$ cat src/rtl/irrigation_pkg.sv
// Shared types for the irrigation scheduler: FSM states, BCD digit type, state codes.
// Pure declarations, no logic.
package irrigation_pkg;

    localparam logic [2:0] CODE_IDLE     = 3'd0;
    localparam logic [2:0] CODE_SETTLE   = 3'd1;
    localparam logic [2:0] CODE_IRRIGATE = 3'd2;
    localparam logic [2:0] CODE_REFILL   = 3'd3;
    localparam logic [2:0] CODE_FAULT    = 3'd4;

    typedef enum logic [2:0] {
        ST_IDLE     = CODE_IDLE,
        ST_SETTLE   = CODE_SETTLE,
        ST_IRRIGATE = CODE_IRRIGATE,
        ST_REFILL   = CODE_REFILL,
        ST_FAULT    = CODE_FAULT
    } state_t;

    typedef logic [3:0] bcd_t;

endpackage

$ cat src/rtl/bcd_countdown.sv
// mm:ss BCD countdown: load/clear/decrement take effect on the next edge; clear > load > dec.
// Decrement is ignored at 00:00, so the count never underflows.
module bcd_countdown
    import irrigation_pkg::*;
#(
    parameter int MINUTES = 30
) (
    input  logic clock,
    input  logic reset,
    input  logic load,
    input  logic clear,
    input  logic dec,
    output bcd_t minutes_d,
    output bcd_t minutes_u,
    output bcd_t seconds_d,
    output bcd_t seconds_u,
    output logic zero
);

    localparam bcd_t LOAD_MD = bcd_t'(MINUTES / 10);
    localparam bcd_t LOAD_MU = bcd_t'(MINUTES % 10);

    assign zero = (minutes_d == 4'd0) && (minutes_u == 4'd0) &&
                  (seconds_d == 4'd0) && (seconds_u == 4'd0);

    always_ff @(posedge clock or posedge reset) begin
        if (reset) begin
            minutes_d <= 4'd0;
            minutes_u <= 4'd0;
            seconds_d <= 4'd0;
            seconds_u <= 4'd0;
        end else if (clear) begin
            minutes_d <= 4'd0;
            minutes_u <= 4'd0;
            seconds_d <= 4'd0;
            seconds_u <= 4'd0;
        end else if (load) begin
            minutes_d <= LOAD_MD;
            minutes_u <= LOAD_MU;
            seconds_d <= 4'd0;
            seconds_u <= 4'd0;
        end else if (dec && !zero) begin
            // Borrow ripples su -> sd -> mu -> md; md is nonzero whenever it is reached.
            if (seconds_u != 4'd0) begin
                seconds_u <= seconds_u - 4'd1;
            end else begin
                seconds_u <= 4'd9;
                if (seconds_d != 4'd0) begin
                    seconds_d <= seconds_d - 4'd1;
                end else begin
                    seconds_d <= 4'd5;
                    if (minutes_u != 4'd0) begin
                        minutes_u <= minutes_u - 4'd1;
                    end else begin
                        minutes_u <= 4'd9;
                        minutes_d <= minutes_d - 4'd1;
                    end
                end
            end
        end
    end

endmodule

$ cat src/rtl/irrigation_scheduler.sv
// Irrigation controller FSM driving sprinkler/dripper/refill actuators with a BCD countdown.
// All outputs registered: each decision appears one clock edge after its condition holds.
module irrigation_scheduler
    import irrigation_pkg::*;
#(
    parameter int IRRIGATION_MINUTES = 30,
    parameter int SETTLE_TICKS       = 3
) (
    input  logic       clock,
    input  logic       reset,
    input  logic       tick,
    input  logic       low_water_level,
    input  logic       mid_water_level,
    input  logic       high_water_level,
    input  logic       earth_humidity,
    input  logic       air_humidity,
    input  logic       low_temperature,
    output logic       splinker_bomb,
    output logic       dripper_valvule,
    output logic       water_supply_valvule,
    output logic       alarm,
    output logic [3:0] minutes_d,
    output logic [3:0] minutes_u,
    output logic [3:0] seconds_d,
    output logic [3:0] seconds_u,
    output logic [2:0] state_code
);

    state_t     state, state_nxt;
    logic [3:0] settle_cnt, settle_nxt;
    logic       mode_spr, mode_nxt;
    logic       tmr_load, tmr_clear, tmr_dec, tmr_zero, tmr_one;
    logic       conflict;

    assign conflict = (high_water_level & ~mid_water_level) |
                      (mid_water_level & ~low_water_level);
    assign tmr_one  = (minutes_d == 4'd0) && (minutes_u == 4'd0) &&
                      (seconds_d == 4'd0) && (seconds_u == 4'd1);
    assign state_code = state;

    bcd_countdown #(.MINUTES(IRRIGATION_MINUTES)) u_timer (
        .clock     (clock),
        .reset     (reset),
        .load      (tmr_load),
        .clear     (tmr_clear),
        .dec       (tmr_dec),
        .minutes_d (minutes_d),
        .minutes_u (minutes_u),
        .seconds_d (seconds_d),
        .seconds_u (seconds_u),
        .zero      (tmr_zero)
    );

    always_comb begin
        state_nxt  = state;
        settle_nxt = settle_cnt;
        mode_nxt   = mode_spr;
        tmr_load   = 1'b0;
        tmr_clear  = 1'b0;
        tmr_dec    = 1'b0;
        case (state)
            ST_IDLE: begin
                if (conflict)              state_nxt = ST_FAULT;
                else if (!low_water_level) state_nxt = ST_REFILL;
                else if (!earth_humidity) begin
                    state_nxt  = ST_SETTLE;
                    settle_nxt = 4'(SETTLE_TICKS);
                end
            end
            ST_SETTLE: begin
                if (conflict)              state_nxt = ST_FAULT;
                else if (!low_water_level) state_nxt = ST_REFILL;
                else if (earth_humidity)   state_nxt = ST_IDLE;
                else if (tick) begin
                    if (settle_cnt <= 4'd1) begin
                        state_nxt  = ST_IRRIGATE;
                        settle_nxt = 4'd0;
                        tmr_load   = 1'b1;
                        mode_nxt   = ~air_humidity & ~low_temperature & mid_water_level;
                    end else begin
                        settle_nxt = settle_cnt - 4'd1;
                    end
                end
            end
            ST_IRRIGATE: begin
                // Any abort clears the timer; a tick only counts when nothing outranks it.
                if (conflict) begin
                    state_nxt = ST_FAULT;
                    tmr_clear = 1'b1;
                end else if (!low_water_level) begin
                    state_nxt = ST_REFILL;
                    tmr_clear = 1'b1;
                end else if (earth_humidity) begin
                    state_nxt = ST_IDLE;
                    tmr_clear = 1'b1;
                end else if (tick) begin
                    tmr_dec = 1'b1;
                    if (tmr_one || tmr_zero) state_nxt = ST_IDLE;
                end
            end
            ST_REFILL: begin
                if (conflict)              state_nxt = ST_FAULT;
                else if (high_water_level) state_nxt = ST_IDLE;
            end
            ST_FAULT: begin
                tmr_clear = 1'b1;
                if (tick && !conflict) state_nxt = ST_IDLE;
            end
            default: begin
                state_nxt = ST_IDLE;
                tmr_clear = 1'b1;
            end
        endcase
    end

    always_ff @(posedge clock or posedge reset) begin
        if (reset) begin
            state                <= ST_IDLE;
            settle_cnt           <= 4'd0;
            mode_spr             <= 1'b0;
            splinker_bomb        <= 1'b0;
            dripper_valvule      <= 1'b0;
            water_supply_valvule <= 1'b0;
            alarm                <= 1'b0;
        end else begin
            state                <= state_nxt;
            settle_cnt           <= settle_nxt;
            mode_spr             <= mode_nxt;
            splinker_bomb        <= (state_nxt == ST_IRRIGATE) && mode_nxt;
            dripper_valvule      <= (state_nxt == ST_IRRIGATE) && !mode_nxt;
            water_supply_valvule <= (state_nxt == ST_REFILL);
            alarm                <= (state_nxt == ST_FAULT) || !mid_water_level;
        end
    end

endmodule

$ cat config.mk
export PLATFORM = sky130hd
export DESIGN_NAME = irrigation_scheduler
export DESIGN_NICKNAME = d
export VERILOG_FILES = /design/src/rtl/irrigation_pkg.sv /design/src/rtl/bcd_countdown.sv /design/src/rtl/irrigation_scheduler.sv
export SDC_FILE = /design/constraint.sdc
export NUM_CORES = 1
export LEC_CHECK = 0
export CELL_PAD_IN_SITES_DETAIL_PLACEMENT = 1
export CELL_PAD_IN_SITES_GLOBAL_PLACEMENT = 2
export CORE_ASPECT_RATIO = 1.4
export CORE_UTILIZATION = 29
export CTS_CLUSTER_DIAMETER = 150
export DETAILED_ROUTE_END_ITERATION = 7
export MAX_ROUTING_LAYER = met4
export PLACE_DENSITY_LB_ADDON = 0.2
export SLEW_MARGIN = 15
export SYNTH_ARGS = -nofsm -noshare
export SYNTH_HDL_FRONTEND = slang
export SYNTH_SLANG_ARGS = --single-unit
$ cat constraint.sdc
create_clock -name clock -period 2.1 [get_ports clock]
set_input_delay 0.42 -clock clock [delete_from_list [all_inputs] [get_ports clock]]
set_output_delay 0.42 -clock clock [all_outputs]
set_load 0.02 [all_outputs]
==> results of run 1 <==
[final cells by class]
cell class / instances / area share
Tap cell: 70 / 0.0341
Clock buffer: 4 / 0.0214
Multi-Input combinational cell: 144 / 0.399
Sequential cell: 28 / 0.274
Inverter: 14 / 0.0205
Timing Repair Buffer: 75 / 0.251
[cell usage in the layout, fill, tap and decap left out, types with 7 or more instances in the layout]
cell	count
buf_4	43
clkdlybuf4s50_1	28
dfrtp_1	26
nor2_1	20
inv_1	12
nand2b_1	10
nand2_1	10
a21oi_1	9
o21ai_0	8
nor3_1	7
ha_1	7
[through the flow]
| stage | instances | power (mW) | hold WS, ps |
|---|---|---|---|
| 2_1_floorplan | 190 | 0.719 | 485 |
| 3_3_place_gp | 325 | 0.855 | 507 |
| 3_5_place_dp | 325 | 0.863 | 527 |
| 4_1_cts | 329 | 1.23 | 525 |
| 5_1_grt | 335 | 1.28 | 557 |
| 6_report | 335 | 1.21 | 510 |
[routing by layer]
metal	wire (um)	global-route usage	vias up
li1	-	-	825
met1	2110	0.189	870
met2	3050	0.363	19
met3	88	0.0146	2
met4	33	0.0443	0
met5	0	-	-
[critical path: cells and delay by family, from the launching register on]
family	cells	cell delay, ps
buffers and inverters	2	280
and+or+nand+nor	3	870
adders and majority gates	1	140
DFF	1	420
AOI/OAI and AO/OA	2	370
[sequential cells by signal, summed over array words and instances (netlist names)]
register,flops
water_supply_valvule,1
state_code,3
mode_spr,1
dripper_valvule,1
u_timer.seconds_d,4
u_timer.minutes_u,4
settle_cnt,4
alarm,1
u_timer.seconds_u,4
splinker_bomb,1
u_timer.minutes_d,4
[what timing repair did]
item,in CTS,in global routing
resized for setup,4,13
setup endpoints to repair,13,15
buffers inserted,0,6
cloned,0,0
pin swaps,0,2
[power by group]
group	switching, mW	internal (mW)	leakage [nW]	total (mW)
sequential	0.0175	0.557	0.371	0.574
combinational	0.156	0.123	0.714	0.279
clock	0.184	0.168	0.0288	0.352
total	0.357	0.848	1.11	1.21
[cell usage after synthesis (all sizes together)]
| library cell | n |
|---|---|
| nor4 | 2 |
| and3 | 1 |
| mux2i | 2 |
| a311oi | 2 |
| nor3 | 9 |
| or3b | 5 |
| a21o | 3 |
| clkbuf | 1 |
| nand3 | 5 |
| or4 | 1 |
| o311a | 1 |
| nor2 | 20 |
| a31oi | 1 |
| nor2b | 6 |
| and4b | 1 |
| a21oi | 10 |
| o2111ai | 2 |
| or2 | 3 |
| o31ai | 3 |
| nand3b | 2 |
| nand2b | 10 |
| a2111oi | 3 |
| o221ai | 1 |
| o211ai | 3 |
| inv | 14 |
| nand2 | 11 |
| ha | 8 |
| mux2 | 3 |
| xnor2 | 1 |
| xor2 | 4 |
| o21a | 2 |
| nor3b | 4 |
| or3 | 1 |
| o21ai | 9 |
| dfrtp | 28 |
| and2 | 2 |
| nand4b | 1 |
| buf | 3 |
| nand4 | 2 |
[cells by family after synthesis]
kind of cell / Yosys count / synth area share
XOR/XNOR: 5 / 0.0250
flip-flops: 28 / 0.401
AND/OR/NAND/NOR: 86 / 0.279
AO/OA/AOI/OAI: 40 / 0.162
buffers and inverters: 18 / 0.0458
multiplexers: 5 / 0.0308
adder cells (fa/ha/maj): 8 / 0.0572
[how the worst min path moves through the flow]
stage	slack [ps]	from	to
after CTS	520	reset	settle_cnt[0]
after global routing	560	reset	u_timer.minutes_d[2]
final	510	reset	u_timer.minutes_u[0]
after detailed placement	530	mode_spr	mode_spr
after floorplan	490	reset	alarm
after global placement	510	mode_spr	mode_spr
==> summary.md, run 1 <==
| Metric | Value |
|---|---|
| Outcome | `finished, violations left` |
| Violated checks | `setup timing` |
| Netlist cell types | `50` |
| Clock latency on the worst-skew pair | `280 ps` |
| LEAKAGE | `1.11 nW` |
| CTS tree | `built` |
| #FFs+latches synth | `28` |
| Startpoint Class | `register` |
| Setup ws final | `-47.2 ps` |
| Largest net degree at the start of global routing | `29` |
| PortBufs | `31` |
| Pre-CTS setup slack | `-396 ps` |
| Layout cells sized above 1 | `0.279` |
| Core area | `5820 sq um` |
| CP Class | `register to register` |
| Rel. slew slack | `0.618` |
| Reg area | `703 sq um` |
| Largest area contributor in the netlist | `dfrtp_1` |
| First-pass GRT wire length | `8770 um` |
| Post-DP Area | `2410 sq um` |
| Worst r2r src | `u_timer.seconds_u[0]` |
| Root Driver | `clkbuf_8` |
| Clock slew at reported path FFs | `~110 ps` |
| Initial antenna violation count | `0` |
| H-tree depth | `1` |
| Wire length per cell | `15.8 um` |
| I/O pins | `32` |
| Pins Over Slew Limit | `0` |
| Number of global-route vias before repair | `1843` |
| Fin crit period | `2150 ps` |
| VDD IR max | `approximately 280 uV` |
| Post-route cell area | `2570 sq um` |
| Vias per Instance | `5.12` |
| Grt ovf | `0` |
| Worst R2R End | `u_timer.minutes_u[2]` |
| Hold Crit Class | `input port to asynchronous set/reset pin` |
| Die area | `6350 sq um` |
| Syn Nets | `a little over 200` |
| TritonCTS buffer count | `3` |
| Layout fillers | `685` |
| Nets@finish | `283` |
| Site Rows | `33` |
| Dominant cells by area after synthesis | `dfrtp_1 (40%), ha_1 (5.7%), nor2_1 (4.3%), nand2b_1 (3.6%), inv_1 (3.0%)` |
| Die width | `67.6 um` |
| Initial core utilization | `0.300` |
| Yosys top cell area share | `0.401` |
| Flop2flop setup slack | `-50 ps` |
| CTS max path bufs | `2` |
| Final Hold Viols | `0` |
| Synth Cell Area | `~1700 sq um` |
| Post-synthesis sequential area ratio | `0.401` |
| RSZ-0062 raised after global routing | `yes` |
| Number of diodes | `0` |
| Post-layout util | `0.441` |
| Slowest-stage cell, CP | `dfrtp_2` |
| FF-to-FF path depth | `8` |
| Placer Congestion | `0.906` |
| Cell chain of the critical path | `inv_2 -> ha_4 -> or3b_4 -> a2111oi_4 -> buf_6 -> nand3_2 -> or3b_1 -> a21oi_1` |
| Max frequency | `466 MHz` |
| Worst Path Required | `roughly 2300 ps` |
| P per Cell Area | `469 nW/um^2` |
| Drt drc | `0` |
| Die Y | `between 90 and 100 um` |
| Critical-path maximum fanout | `7` |
| Average cell area after synthesis | `9.21 sq um` |
| Area growth, synth to finish | `46.8%` |
| Final Cycle Share | `1.02` |
| Via count | `between 1500 and 2000` |
| Post-route ant nets | `0` |
| Initial detailed-routing violation count | `31` |
| Skew final | `10.4 ps` |
| Critical path endpoint | `u_timer.minutes_u[2]` |
| Drt pass-1 iters | `4` |
| CP peak stage delay | `420 ps` |
| # Max-Cap Violations | `0` |
| Setup TNS | `-47.2 ps` |
| Tot GR Track Use | `0.185` |
| Clock Sinks | `28` |
| Detailed Place HPWL | `4080 um` |
| Total Wirelength | `around 5300 um` |
| Worst setup EP type | `register` |
| Worst Tran Pin Value | `roughly 560 ps` |
| Final setup fails | `1` |
| Multi-input logic area | `a little over 1000 sq um` |
| Warnings from Yosys | `0` |
| CTS hold repair buffers | `0` |
| Post-Syn Instances | `190` |
| Crit path launch | `u_timer.seconds_u[0]` |
| Data arrival, critical path | `2360 ps` |
(Power assumes the default switching activity.)
==> run 2: changes to the inputs <==
GPL_TIMING_DRIVEN = 0   (was unset)
==> run 2 against run 1 <==
The flow still finishes with violations (setup timing). Sequential power increased by 1%. Cell area decreased by 6.9%. Largest cell class unchanged. Via count shrank 8.3%. Non-clock buffer count down 27. Routed wire length down 13%. Clock skew down 1.7 ps. Highest routed layer unchanged.
==> summary.md, run 2 (same netlist as run 1, synthesis figures left out) <==
| Metric | Value |
|---|---|
| Number of global-route vias before repair | `1611 (-13%)` |
| Critical-path maximum fanout | `5 (-2)` |
| Die area | `6350 sq um (unchanged)` |
| Flop2flop setup slack | `-60 ps (-20 ps)` |
| Setup TNS | `-134 ps (-86.7 ps)` |
| Placer Congestion | `0.742 (-18%)` |
| VDD IR max | `264 uV (-6.7%)` |
| PortBufs | `31 (unchanged)` |
| Clock Sinks | `28 (unchanged)` |
| Setup ws final | `-64.4 ps (-17.2 ps)` |
| Sequential share of power | `0.501 (+0.025)` |
| Die width | `67.6 um (unchanged)` |
| H-tree depth | `1 (unchanged)` |
| LEAKAGE | `1.01 nW (-9.3%)` |
| Largest net degree at the start of global routing | `29 (unchanged)` |
| Startpoint Class | `register` |
| CTS tree | `built` |
| Area growth, synth to finish | `36.6%` |
| Layout cells sized above 1 | `0.210 (-0.0692)` |
| Worst R2R End | `u_timer.minutes_u[2]` |
| RSZ-0062 raised after global routing | `yes` |
| Final setup fails | `3 (+2)` |
| Root Driver | `clkbuf_8` |
| Initial detailed-routing violation count | `43 (+39%)` |
| Worst Path Required | `2310 ps (about the same)` |
| Combinational share of power | `0.201 (-0.031)` |
| Post-route cell area | `2390 sq um (-6.9%)` |
| Switching pwr | `0.338 mW (-5.3%)` |
| Drt drc | `0 (unchanged)` |
| Total Wirelength | `4580 um (-13%)` |
| FF-to-FF path depth | `8 (unchanged)` |
| Pins Over Slew Limit | `0 (unchanged)` |
| Reg area | `703 sq um (unchanged)` |
| Drt pass-1 iters | `4 (unchanged)` |
| CP Class | `register to register` |
| Number of diodes | `0 (unchanged)` |
| I/O pins | `32 (unchanged)` |
| Site Rows | `33 (unchanged)` |
| Clk pwr share | `0.298 (+0.006)` |
| Via count | `1573 (-8.3%)` |
| P per Cell Area | `485 nW/um^2 (+3.4%)` |
| Initial core utilization | `0.300 (unchanged)` |
| Switch share | `0.292 (-0.00463)` |
| Post-route ant nets | `0 (unchanged)` |
| Layout fillers | `671 (-2.0%)` |
| Outcome | `finished, violations left` |
| Fin crit period | `2160 ps (+17.2 ps)` |
| Clock slew at reported path FFs | `100 ps (about the same)` |
| Clock latency on the worst-skew pair | `280 ps (about the same)` |
| Worst Tran Pin Value | `653 ps (+94.4 ps)` |
| CTS max path bufs | `2 (unchanged)` |
| First-pass GRT wire length | `7770 um (-11%)` |
| Grt ovf | `0 (unchanged)` |
| Hold Crit Class | `input port to asynchronous set/reset pin` |
| Internal | `0.821 mW (-3.2%)` |
| Core area | `5820 sq um (unchanged)` |
| Rel. slew slack | `0.554 (-0.0646)` |
| Worst r2r src | `u_timer.seconds_u[1]` |
| Initial antenna violation count | `0 (unchanged)` |
| Post-DP Area | `2160 sq um (-11%)` |
| Data arrival, critical path | `2380 ps (+20 ps)` |
| Final Hold Viols | `0 (unchanged)` |
| Wire length per cell | `14.9 um (-5.8%)` |
| Detailed Place HPWL | `3460 um (-15%)` |
| Worst setup EP type | `register` |
| Nets@finish | `256 (-9.5%)` |
| # Max-Cap Violations | `0 (unchanged)` |
| Die Y | `93.9 um (unchanged)` |
| Vias per Instance | `5.11 (-0.30%)` |
| Skew final | `8.75 ps (-1.68 ps)` |
| Violated checks | `setup timing` |
| Most frequent cells in the layout | `dfrtp_1 (26), clkdlybuf4s50_1 (26), nor2_1 (20)` |
| Tot GR Track Use | `0.166 (-0.0197)` |
| Max frequency | `462 MHz (-0.80%)` |
| TritonCTS buffer count | `3 (unchanged)` |
| Multi-input logic area | `1040 sq um (+1.6%)` |
| Final Cycle Share | `1.03 (+0.00820)` |
-- run 2: how the worst max path moves through the flow --
stage,from,end,cells past startpoint
after floorplan,u_timer.seconds_u[0],u_timer.minutes_u[2],8
after global placement,mid_water_level,u_timer.minutes_u[3],6
after detailed placement,mid_water_level,u_timer.minutes_u[3],6
after CTS,u_timer.seconds_u[1],u_timer.minutes_u[2],8
after global routing,u_timer.seconds_u[1],u_timer.minutes_u[2],8
final,u_timer.seconds_u[1],u_timer.minutes_u[2],8
-- run 2: final cells by class --
type / count / area share
clock buffers: 4 / 0.0230
inverters: 14 / 0.0230
plain buffers: 4 / 0.0157
repair buffers: 44 / 0.172
flip-flops and latches: 28 / 0.294
well taps: 70 / 0.0366
multi-input cells: 144 / 0.436
-- run 2: timing repair --
action                                  CTS  global route
endpoints found under the setup margin   21            20
gates cloned                              0             0
gates resized for setup                  13            13
hold buffers                              0             0
pin swaps                                 6             3
buffers inserted                         10             3
-- run 2: stage by stage --
stage / power (mW) / util / instances / worst slack (ps) / hold WS (ps)
finish: 1.16 / 0.410 / 308 / -64.4 / 527
CTS: 1.18 / 0.400 / 305 / -108 / 541
floorplan: 0.719 / - / 190 / -45.4 / 485
global placement: 0.817 / 0.371 / 291 / -940 / 499
global route: 1.22 / 0.410 / 308 / -152 / 566
detailed placement: 0.815 / 0.371 / 291 / -906 / 517
-- run 2: metal layers --
metal,share of wire,wire length (um),vias up,global-route usage
met5,0,0,-,-
met4,0.0072,33,0,0.0461
met3,0.014,62,2,0.0146
met2,0.55,2530,15,0.292
met1,0.43,1960,789,0.195
li1,-,-,767,-
-- run 2: power groups by stage --
stage | combinational, mW | sequential, mW | clock (mW)
global route | 0.259 | 0.585 | 0.381
detailed placement | 0.223 | 0.592 | 0
global placement | 0.223 | 0.594 | 0
CTS | 0.234 | 0.582 | 0.360
finish | 0.234 | 0.581 | 0.345
floorplan | 0.117 | 0.602 | 0
-- run 2: worst max-delay path, cell delays in order, from the launching register on --
cell,delay [ps]
dfrtp_2,440
inv_4,70
ha_4,130
or3b_4,390
a2111oi_4,320
buf_6,170
nand3_2,80
or3b_1,380
a21oi_2,120
==> run 3: changes to the inputs <==
HOLD_SLACK_MARGIN = 0.12   (was unset)
PLACE_DENSITY_LB_ADDON = 0.08   (was 0.2)
==> run 3 against run 2 <==
The flow still finishes with violations (setup timing). Fmax up 1.1%. Largest cell class unchanged. Flip-flop and latch count unchanged. Cell count up 0.97%.
==> summary.md, run 3 (same netlist as run 1, synthesis figures left out) <==
| Metric | Value |
|---|---|
| PortBufs | `31 (unchanged)` |
| Final Cycle Share | `1.02 (-0.0113)` |
| Post-route cell area | `2440 sq um (+2.1%)` |
| Nets@finish | `259 (+1.2%)` |
| Layout cells sized above 1 | `0.241 (+0.0306)` |
| GRT met3 Usage | `0.0231 (+0.00850)` |
| Crit-path leading delay family | `simple AND/OR/NAND/NOR gates` |
| First-pass GRT wire length | `8240 um (+6.0%)` |
| Crit path launch | `u_timer.seconds_u[1]` |
| Data arrival, critical path | `2370 ps (about the same)` |
| Post-route ant nets | `0 (unchanged)` |
| Startpoint Class | `register` |
| Vias per Instance | `5.22 (+2.1%)` |
| Post-DP Area | `2160 sq um (unchanged)` |
| Final Hold Viols | `0 (unchanged)` |
| Hold depth | `2` |
| Global-route met2 utilization | `0.335 (+0.0429)` |
| Via count | `1622 (+3.1%)` |
| Outcome | `finished, violations left` |
| Most frequent cells in the layout | `dfrtp_1 (26), clkdlybuf4s50_1 (26), nor2_1 (20)` |
| Clock latency on the worst-skew pair | `290 ps (about the same)` |
| Placer Congestion | `0.762 (+2.6%)` |
| GRT Max-Usage Layer | `met2` |
| Final setup fails | `3 (unchanged)` |
| Largest net degree at the start of global routing | `29 (unchanged)` |
| FF-to-FF path depth | `8 (unchanged)` |
| Pins Over Slew Limit | `0 (unchanged)` |
| Critical-path maximum fanout | `5 (unchanged)` |
| # Max-Cap Violations | `0 (unchanged)` |
| Initial detailed-routing violation count | `44 (+2.3%)` |
| P per Cell Area | `523 nW/um^2 (+7.8%)` |
| Grt ovf | `0 (unchanged)` |
| Clock slew at reported path FFs | `110 ps (about the same)` |
| Site Rows | `33 (unchanged)` |
| CP Class | `register to register` |
| Setup ws final | `-40.7 ps (+23.7 ps)` |
| H-tree depth | `1 (unchanged)` |
| Worst R2R End | `u_timer.minutes_u[2]` |
| Cell chain of the critical path | `inv_4 -> ha_4 -> or3b_4 -> a2111oi_4 -> buf_6 -> nand3_2 -> or3b_1 -> a21oi_1` |
| Crit path depth | `8 (unchanged)` |
| I/O pins | `32 (unchanged)` |
| Detailed Place HPWL | `3540 um (+2.3%)` |
| Die width | `67.6 um (unchanged)` |
| Number of global-route vias before repair | `1732 (+7.5%)` |
| Root Driver | `clkbuf_8` |
| Fin crit period | `2140 ps (-23.7 ps)` |
| Total Wirelength | `5060 um (+10%)` |
| Clock Sinks | `28 (unchanged)` |
| CP peak stage delay | `440 ps (about the same)` |
| Tot GR Track Use | `0.179 (+0.0137)` |
| Core area | `5820 sq um (unchanged)` |
| Wire length per cell | `16.3 um (+9.4%)` |
| RSZ-0062 raised after global routing | `yes` |
| Rel. slew slack | `0.561 (+0.00736)` |
| Worst Tran Pin Value | `642 ps (-10.8 ps)` |
| Worst setup EP type | `register` |
| CTS tree | `built` |
| Flop2flop setup slack | `-40 ps (+20 ps)` |
| Grt met1 use | `0.185 (-0.00977)` |
| Drt drc | `0 (unchanged)` |
| Max frequency | `467 MHz (+1.1%)` |
| Hold Crit Class | `input port to register` |
| Critical path endpoint | `u_timer.minutes_u[2]` |
| Die area | `6350 sq um (unchanged)` |
| Worst r2r src | `u_timer.seconds_u[1]` |
| VDD IR max | `246 uV (-6.7%)` |
| Area growth, synth to finish | `39.5%` |
| Slowest-stage cell, CP | `dfrtp_2` |
| Layout fillers | `675 (+0.60%)` |
| Die Y | `93.9 um (unchanged)` |
| CTS max path bufs | `2 (unchanged)` |
| TritonCTS buffer count | `3 (unchanged)` |
| Worst Path Required | `2320 ps (about the same)` |
| Skew final | `6.98 ps (-1.77 ps)` |
| Initial core utilization | `0.300 (unchanged)` |
| CTS hold repair buffers | `0 (unchanged)` |
| Multi-input logic area | `1060 sq um (+1.9%)` |
| CP Buf/Inv Count | `2 (unchanged)` |
| Violated checks | `setup timing` |
| Reg area | `703 sq um (unchanged)` |
| LEAKAGE | `1.02 nW (+1.4%)` |
| Drt pass-1 iters | `4 (unchanged)` |
| Initial antenna violation count | `0 (unchanged)` |
| Post-layout util | `0.419 (+0.00860)` |
| Number of diodes | `0 (unchanged)` |
run 3: changes by cell type in the layout (fill, tap and decap cells not counted), sizes merged:
cell / delta
buf: +4
bufinv: +1
clkbuf: -1
clkdlybuf4s15: -1
dlygate4sd2: +1
dlymetal6s2s: -1
run 3: through the flow:
step	std cells	power, mW	setup WS [ps]	hold slack, ps	setup TNS (ps)
4_1_cts	308	1.28	-44.8	537	-111
3_5_place_dp	291	0.816	-796	510	-12360
2_1_floorplan	190	0.719	-45.4	485	-45.4
5_1_grt	311	1.33	-140	429	-607
6_report	311	1.28	-40.7	426	-92.9
3_3_place_gp	291	0.812	-816	503	-12510
run 3: cell type report:
type	count	share of cell area
plain buffers	4	0.0154
clock buffers	3	0.0169
clock inverters	1	0.0123
inverters	14	0.0226
multi-input cells	144	0.435
flip-flops and latches	28	0.288
well taps	70	0.0359
repair buffers	47	0.174
run 3: report_power, final:
group | switching (mW) | internal (mW)
logic | 0.138 | 0.0985
clock network | 0.200 | 0.256
registers | 0.0255 | 0.557
total | 0.364 | 0.911
run 3: routing by layer:
metal / routed length [um] / share of wire
met1: 1980 / 0.39
met2: 2940 / 0.58
met3: 85 / 0.017
met4: 55 / 0.011
met5: 0 / 0
run 3: timing repair:
action	CTS	global route
pin swaps	8	4
setup endpoints to repair	20	19
endpoints found under the hold margin	0	0
buffers inserted	13	3
gates resized for setup	19	15
cloned	0	0
run 3: worst min-delay path by stage:
stage	from	to	slack, ps
2_1_floorplan	reset	alarm	490
3_3_place_gp	mode_spr	mode_spr	500
3_5_place_dp	mode_spr	mode_spr	510
4_1_cts	mode_spr	mode_spr	540
5_1_grt	mid_water_level	alarm	430
6_report	mid_water_level	alarm	430
